$ cat src/rtl/adc_sample_scheduler_if.sv
// Requester/ADC-controller bundle for adc_sample_scheduler.
// slave is the scheduler's view; master is the requester/ADC side.
interface adc_sample_scheduler_if #(
  parameter int NUM_REQ = 4,
  parameter int CH_W    = 3,
  parameter int DATA_W  = 12
);
  logic [NUM_REQ-1:0]      req;
  logic [NUM_REQ*CH_W-1:0] req_ch;
  logic [NUM_REQ-1:0]      gnt;
  logic [NUM_REQ-1:0]      rsp_valid;
  logic [DATA_W-1:0]       rsp_data;
  logic                    rsp_err;
  logic                    adc_tick;
  logic                    adc_start;
  logic [CH_W-1:0]         adc_ch;
  logic                    adc_done;
  logic [DATA_W-1:0]       adc_data;
  logic                    busy;

  modport slave (
    input  req, req_ch, adc_done, adc_data,
    output gnt, rsp_valid, rsp_data, rsp_err, adc_tick, adc_start, adc_ch, busy
  );

  modport master (
    output req, req_ch, adc_done, adc_data,
    input  gnt, rsp_valid, rsp_data, rsp_err, adc_tick, adc_start, adc_ch, busy
  );
endinterface

$ cat src/rtl/adc_sample_scheduler.sv
// Round-robin ADC conversion scheduler driven by a free-running DIV-cycle
// clock-enable tick; returns each result or a timeout error to the winner.
module adc_sample_scheduler #(
  parameter int NUM_REQ       = 4,
  parameter int CH_W          = 3,
  parameter int DATA_W        = 12,
  parameter int DIV           = 16,
  parameter int TIMEOUT_TICKS = 64
) (
  input  logic                    clk_50M,
  input  logic                    rst_n,
  adc_sample_scheduler_if.slave   bus
);

  localparam int IDX_W = (NUM_REQ > 1) ? $clog2(NUM_REQ) : 1;
  localparam int CNT_W = $clog2(DIV);
  localparam int TO_W  = $clog2(TIMEOUT_TICKS + 1);

  typedef enum logic [1:0] {S_IDLE, S_START, S_WAIT} state_t;

  state_t              r_state;
  logic [CNT_W-1:0]    r_cnt;
  logic                r_tick;
  logic [IDX_W-1:0]    r_ptr;
  logic [IDX_W-1:0]    r_win;
  logic [TO_W-1:0]     r_tcnt;
  logic [NUM_REQ-1:0]  r_gnt;
  logic [NUM_REQ-1:0]  r_rsp_valid;
  logic [DATA_W-1:0]   r_rsp_data;
  logic                r_rsp_err;
  logic                r_adc_start;
  logic [CH_W-1:0]     r_adc_ch;
  logic                r_busy;

  logic                w_found;
  logic [IDX_W-1:0]    w_win;
  logic [IDX_W-1:0]    w_cand;
  logic [CH_W-1:0]     w_ch;
  logic [NUM_REQ-1:0]  w_win_onehot;
  logic [NUM_REQ-1:0]  w_rsp_onehot;

  // Search ptr+1, ptr+2, ... wrapping; first requester found wins.
  always_comb begin
    w_found = 1'b0;
    w_win   = '0;
    w_cand  = '0;
    for (int unsigned i = 1; i <= NUM_REQ; i++) begin
      w_cand = IDX_W'((32'(r_ptr) + i) % 32'(NUM_REQ));
      if (!w_found && bus.req[w_cand]) begin
        w_found = 1'b1;
        w_win   = w_cand;
      end
    end
  end

  always_comb begin
    w_ch = '0;
    for (int unsigned i = 0; i < NUM_REQ; i++) begin
      if (w_win == IDX_W'(i)) w_ch = bus.req_ch[i*CH_W +: CH_W];
    end
  end

  assign w_win_onehot = NUM_REQ'(1) << w_win;
  assign w_rsp_onehot = NUM_REQ'(1) << r_win;

  // r_tick is registered one cycle early so it is high exactly while r_cnt == DIV-1.
  always_ff @(posedge clk_50M or negedge rst_n) begin
    if (!rst_n) begin
      r_state     <= S_IDLE;
      r_cnt       <= '0;
      r_tick      <= 1'b0;
      r_ptr       <= IDX_W'(NUM_REQ - 1);
      r_win       <= '0;
      r_tcnt      <= '0;
      r_gnt       <= '0;
      r_rsp_valid <= '0;
      r_rsp_data  <= '0;
      r_rsp_err   <= 1'b0;
      r_adc_start <= 1'b0;
      r_adc_ch    <= '0;
      r_busy      <= 1'b0;
    end else begin
      r_cnt       <= (r_cnt == CNT_W'(DIV - 1)) ? '0 : r_cnt + CNT_W'(1);
      r_tick      <= (r_cnt == CNT_W'(DIV - 2));
      r_gnt       <= '0;
      r_rsp_valid <= '0;
      case (r_state)
        S_IDLE: begin
          if (r_tick && w_found) begin
            r_win       <= w_win;
            r_gnt       <= w_win_onehot;
            r_adc_start <= 1'b1;
            r_adc_ch    <= w_ch;
            r_busy      <= 1'b1;
            r_state     <= S_START;
          end
        end
        S_START: begin
          if (r_tick) begin
            r_adc_start <= 1'b0;
            r_tcnt      <= '0;
            r_state     <= S_WAIT;
          end
        end
        S_WAIT: begin
          if (r_tick) begin
            if (bus.adc_done) begin
              r_rsp_valid <= w_rsp_onehot;
              r_rsp_data  <= bus.adc_data;
              r_rsp_err   <= 1'b0;
              r_busy      <= 1'b0;
              r_ptr       <= r_win;
              r_state     <= S_IDLE;
            end else begin
              r_tcnt <= r_tcnt + TO_W'(1);
              if (r_tcnt == TO_W'(TIMEOUT_TICKS - 1)) begin
                r_rsp_valid <= w_rsp_onehot;
                r_rsp_data  <= '0;
                r_rsp_err   <= 1'b1;
                r_busy      <= 1'b0;
                r_ptr       <= r_win;
                r_state     <= S_IDLE;
              end
            end
          end
        end
        default: r_state <= S_IDLE;
      endcase
    end
  end

  assign bus.gnt       = r_gnt;
  assign bus.rsp_valid = r_rsp_valid;
  assign bus.rsp_data  = r_rsp_data;
  assign bus.rsp_err   = r_rsp_err;
  assign bus.adc_tick  = r_tick;
  assign bus.adc_start = r_adc_start;
  assign bus.adc_ch    = r_adc_ch;
  assign bus.busy      = r_busy;

endmodule

$ cat src/flat_wrapper.sv
// flat-port wrapper written by rule: the top's interface ports become plain ports
module adc_sample_scheduler_flat 
#(
  parameter int NUM_REQ       = 4,
  parameter int CH_W          = 3,
  parameter int DATA_W        = 12,
  parameter int DIV           = 16,
  parameter int TIMEOUT_TICKS = 64
)
  (clk_50M, rst_n, bus_req, bus_req_ch, bus_adc_done, bus_adc_data, bus_gnt, bus_rsp_valid, bus_rsp_data, bus_rsp_err, bus_adc_tick, bus_adc_start, bus_adc_ch, bus_busy);
  adc_sample_scheduler_if #(.NUM_REQ(NUM_REQ), .CH_W(CH_W), .DATA_W(DATA_W)) bus_i ();
  input  logic clk_50M;
  input  logic rst_n;
  input wire logic [$bits(bus_i.req)-1:0] bus_req;
  input wire logic [$bits(bus_i.req_ch)-1:0] bus_req_ch;
  input wire logic [$bits(bus_i.adc_done)-1:0] bus_adc_done;
  input wire logic [$bits(bus_i.adc_data)-1:0] bus_adc_data;
  output wire logic [$bits(bus_i.gnt)-1:0] bus_gnt;
  output wire logic [$bits(bus_i.rsp_valid)-1:0] bus_rsp_valid;
  output wire logic [$bits(bus_i.rsp_data)-1:0] bus_rsp_data;
  output wire logic [$bits(bus_i.rsp_err)-1:0] bus_rsp_err;
  output wire logic [$bits(bus_i.adc_tick)-1:0] bus_adc_tick;
  output wire logic [$bits(bus_i.adc_start)-1:0] bus_adc_start;
  output wire logic [$bits(bus_i.adc_ch)-1:0] bus_adc_ch;
  output wire logic [$bits(bus_i.busy)-1:0] bus_busy;
  assign bus_i.req = bus_req;
  assign bus_i.req_ch = bus_req_ch;
  assign bus_i.adc_done = bus_adc_done;
  assign bus_i.adc_data = bus_adc_data;
  assign bus_gnt = bus_i.gnt;
  assign bus_rsp_valid = bus_i.rsp_valid;
  assign bus_rsp_data = bus_i.rsp_data;
  assign bus_rsp_err = bus_i.rsp_err;
  assign bus_adc_tick = bus_i.adc_tick;
  assign bus_adc_start = bus_i.adc_start;
  assign bus_adc_ch = bus_i.adc_ch;
  assign bus_busy = bus_i.busy;
  adc_sample_scheduler #(.NUM_REQ(NUM_REQ), .CH_W(CH_W), .DATA_W(DATA_W), .DIV(DIV), .TIMEOUT_TICKS(TIMEOUT_TICKS)) u_core (.clk_50M(clk_50M), .rst_n(rst_n), .bus(bus_i));
endmodule
$ cat config.mk
export PLATFORM = sky130hd
export DESIGN_NAME = adc_sample_scheduler_flat
export DESIGN_NICKNAME = d
export VERILOG_FILES = /design/src/rtl/adc_sample_scheduler_if.sv /design/src/rtl/adc_sample_scheduler.sv /design/src/flat_wrapper.sv
export SDC_FILE = /design/constraint.sdc
export NUM_CORES = 1
export LEC_CHECK = 0
export ABC_AREA = 1
export CAP_MARGIN = 5
export CORE_ASPECT_RATIO = 0.75
export CORE_MARGIN = 2
export CORE_UTILIZATION = 49
export CTS_BUF_LIST = sky130_fd_sc_hd__clkbuf_16
export DETAILED_ROUTE_END_ITERATION = 16
export PLACE_DENSITY = 0.91
export RECOVER_POWER = 25
export SLEW_MARGIN = 15
export SYNTH_ARGS = -nofsm -noshare
export SYNTH_HDL_FRONTEND = slang
export SYNTH_SLANG_ARGS = --single-unit
export TNS_END_PERCENT = 5
$ cat constraint.sdc
create_clock -name clk_50M -period 2.32 [get_ports clk_50M]
set_input_delay 0.464 -clock clk_50M [delete_from_list [all_inputs] [get_ports clk_50M]]
set_output_delay 0.464 -clock clk_50M [all_outputs]
set_load 0.02 [all_outputs]
==> flow_summary.json <==
{
  "cts_buffers": 5,
  "grt_pass1_vias": 1815,
  "outcome": "completed",
  "yosys.cell_count.top_type": "nand2_1",
  "ant_nets": 0,
  "rr_endpoint": "u_core.bus.adc_ch[1]",
  "slowest_stage": "dfstp_2",
  "via_per_inst": 5.14,
  "cts_resized": 0,
  "ir_drop_v": 0.000499,
  "synth_area_leader_cell": "dfrtp_1",
  "setup_violations": 0,
  "yosysWarnings": 0,
  "dr.pass1.iters": 4,
  "dieArea_sq_um": 5160,
  "route.detailed.drc": 0,
  "fin_crit_sh_pct": 88.8,
  "wl_microns": 4980,
  "critPathRequiredTime_ns": 2.49,
  "grt_overflow": 0,
  "cts.reportedPaths.clkPinSlew_ns": 0.06,
  "vias": 1896,
  "cts_root_buf": "clkbuf_16",
  "syn_inst": 249,
  "hold_class": "in2async",
  "synthMuxAreaShare_pct": 0,
  "coreArea_sq_um": 4440,
  "synth_compound_area_share_pct": 9.39,
  "reg2reg_depth": 13,
  "p_per_area_nw_per_um2": 685,
  "die_h_microns": 62.7,
  "clock.fmax_mhz": 485,
  "syn_avg_cell_area_sq_um": 9.04,
  "fin_crit_ns": 2.06,
  "p_leak_uw": 0.00154,
  "wl_per_cell_microns": 13.5,
  "rows": 21,
  "critPathKind": "reg2reg",
  "clk_latency_ns": 0.28,
  "drt_iter0_drc": 116,
  "synth_commonest_cells": "nand2_1 (59), dfrtp_1 (42), inv_1 (25)",
  "yosys.area_share.xor_xnor_pct": 1.17,
  "grt_usage_pct": 21.5,
  "nFillCells": 326,
  "crit_fanout": 11,
  "io_buffers": 57,
  "cts_tree": "done",
  "diodes": 0,
  "reg2reg_slack_ns": 0.26,
  "crit_chain": "inv_4, nand2_1, nand2_2, nand2_4, nand2_4, nor2_8, nand4_2, nand2_4, nand3_2, nand2_1, inv_1, nand2_1, nand2_1",
  "synth-edff-count": 0,
  "tightest_slew_ns": 1.04,
  "design.portCount": 58,
  "yosys.area_share.adder_pct": 1.67,
  "finalHoldViolCount": 0,
  "synth.distinct_cells": 32,
  "clk_path_buf_depth": 2,
  "crit_arrival_ns": 2.24,
  "drive_gt1_share_pct": 14.7,
  "slew_violations": 0,
  "worst_path_largest_cell_delay_ns": 0.66,
  "slew_headroom_pct": 30.6,
  "h-tree-depth": 2,
  "die_x_microns": 82.3,
  "synth_area_leaders": "dfrtp_1 (47%), nand2_1 (9.8%), a22o_1 (4.7%)",
  "worst_path_most_repeated_cell": "nand2_1",
  "antenna_found_initial": 0,
  "yosys.area_share.simple_pct": 31.3,
  "clock-sinks": 44,
  "synth_top_area_share_pct": 46.7,
  "total_power_uw": 2080,
  "r2r_start": "u_core.r_ptr[0]",
  "end_kind": "flop",
  "seq_area_frac_synth_pct": 49.0,
  "max-cap-violations": 0,
  "fin_tns_setup_ns": 0,
  "yosys_register_bits": 44,
  "rsz0062_at_grt": "no",
  "ys.flop_type": "dfrtp_1",
  "grt_pass1_wl_microns": 8400,
  "grt_max_degree": 45,
  "start_util_pct": 50.7,
  "hpwl_microns": 3600,
  "postCtsSetupRepairBufs": 0,
  "cts_hold_buf": 0,
  "crit_path_start_kind": "flop",
  "synth_area_sq_um": 2250,
  "syn_nets": 283,
  "syn_to_final_growth_pct": 34.6,
  "fin_nets": 345,
  "clock_skew_ns": 0.00472,
  "gp_congestion": 0.917,
  "synthArstFlopShare_pct": 100,
  "synth_top_family_by_area": "simple AND/OR/NAND/NOR gates"
}
[cell families (layout without fill, tap and decap cells)]
family                     count (synthesis)  count (layout)
xor gates and xnor gates                   3               3
adders and majority gates                  3               3
DFF                                       44              44
AOI/OAI and AO/OA                         31              31
buffers and inverters                     37             100
and+or+nand+nor                          131             131
[per-stage QoR]
| stage | instances | hold slack, ns | utilization, % | setup slack (ns) | instance area (sq um) |
|---|---|---|---|---|---|
| global route | 369 | 0.517 | 68.2 | 0.0699 | 3030 |
| floorplan | 249 | 0.168 | - | 0.488 | 2250 |
| CTS | 369 | 0.161 | 68.6 | 0.247 | 3050 |
| global placement | 361 | 0.454 | 64.8 | 0.131 | 2880 |
| finish | 369 | 0.443 | 68.2 | 0.259 | 3030 |
| detailed placement | 361 | 0.457 | 64.8 | 0.0589 | 2880 |
[layout by cell type (no fill, tap or decap), types with 3 or more instances in the layout]
cell type and count:
clkdlybuf4s50_1 56, inv_2 6, nand4_1 7, a21oi_1 4
dfrtp_1 42, nor2_1 21, nand2_2 5, o21ai_0 5
nand3_2 4, a22o_1 12, xor2_1 3, nand3_1 17
nand2_1 59, o21ai_1 6, nand2_4 9, inv_1 25
ha_1 3, clkbuf_16 5
[flip-flops by register name (all words and copies together), names as in the netlist]
register / flops
u_core.bus.adc_ch: 3
u_core.bus.adc_start: 1
u_core.bus.gnt: 4
u_core.r_state: 2
u_core.bus.rsp_data: 12
u_core.bus.adc_tick: 1
u_core.r_ptr: 2
u_core.r_cnt: 4
u_core.r_tcnt: 7
u_core.bus.busy: 1
u_core.r_win: 2
u_core.bus.rsp_err: 1
u_core.bus.rsp_valid: 4
[worst max-delay path by stage]
| stage | startpoint | end | cells past startpoint |
|---|---|---|---|
| 6_report | u_core.r_ptr[0] | u_core.bus.adc_ch[1] | 13 |
| 4_1_cts | u_core.r_ptr[0] | u_core.bus.adc_ch[1] | 13 |
| 2_1_floorplan | u_core.r_ptr[0] | u_core.bus.adc_ch[0] | 15 |
| 3_3_place_gp | bus_req[1] | u_core.bus.adc_ch[1] | 14 |
| 3_5_place_dp | bus_req[1] | u_core.bus.adc_ch[1] | 13 |
| 5_1_grt | u_core.r_ptr[0] | u_core.bus.adc_ch[1] | 13 |
[routing by layer]
| layer | vias to the layer above | wire length, microns | GRT usage [%] |
|---|---|---|---|
| met3 | 6 | 263 | 6.79 |
| met2 | 46 | 2450 | 32.4 |
| li1 | 932 | - | - |
| met4 | 0 | 48 | 6.04 |
| met5 | - | 0 | 0 |
| met1 | 912 | 2210 | 30.0 |
[cell type report]
cell class | count | area [sq um] | share of cell area [%]
clock buffers | 5 | 125 | 4.13
clock inverters | 3 | 42.5 | 1.40
inverters | 32 | 123 | 4.05
multi-input cells | 168 | 980 | 32.3
flip-flops and latches | 44 | 1100 | 36.4
well taps | 57 | 71.3 | 2.35
repair buffers | 60 | 586 | 19.3
[report_power, final]
group          internal (uW)  leakage (uW)  switching [uW]
sequential               812      0.000569            36.8
clock                    506     0.0000798             290
combinational            188      0.000896             244
total                   1510       0.00154             571
[critical path, delay by kind of cell (launching register included)]
kind          cells  cell delay, ns
flops             1            0.66
buf+inv           2            0.16
simple gates     11            1.14
Note: power is estimated with default switching activity, not from simulation.
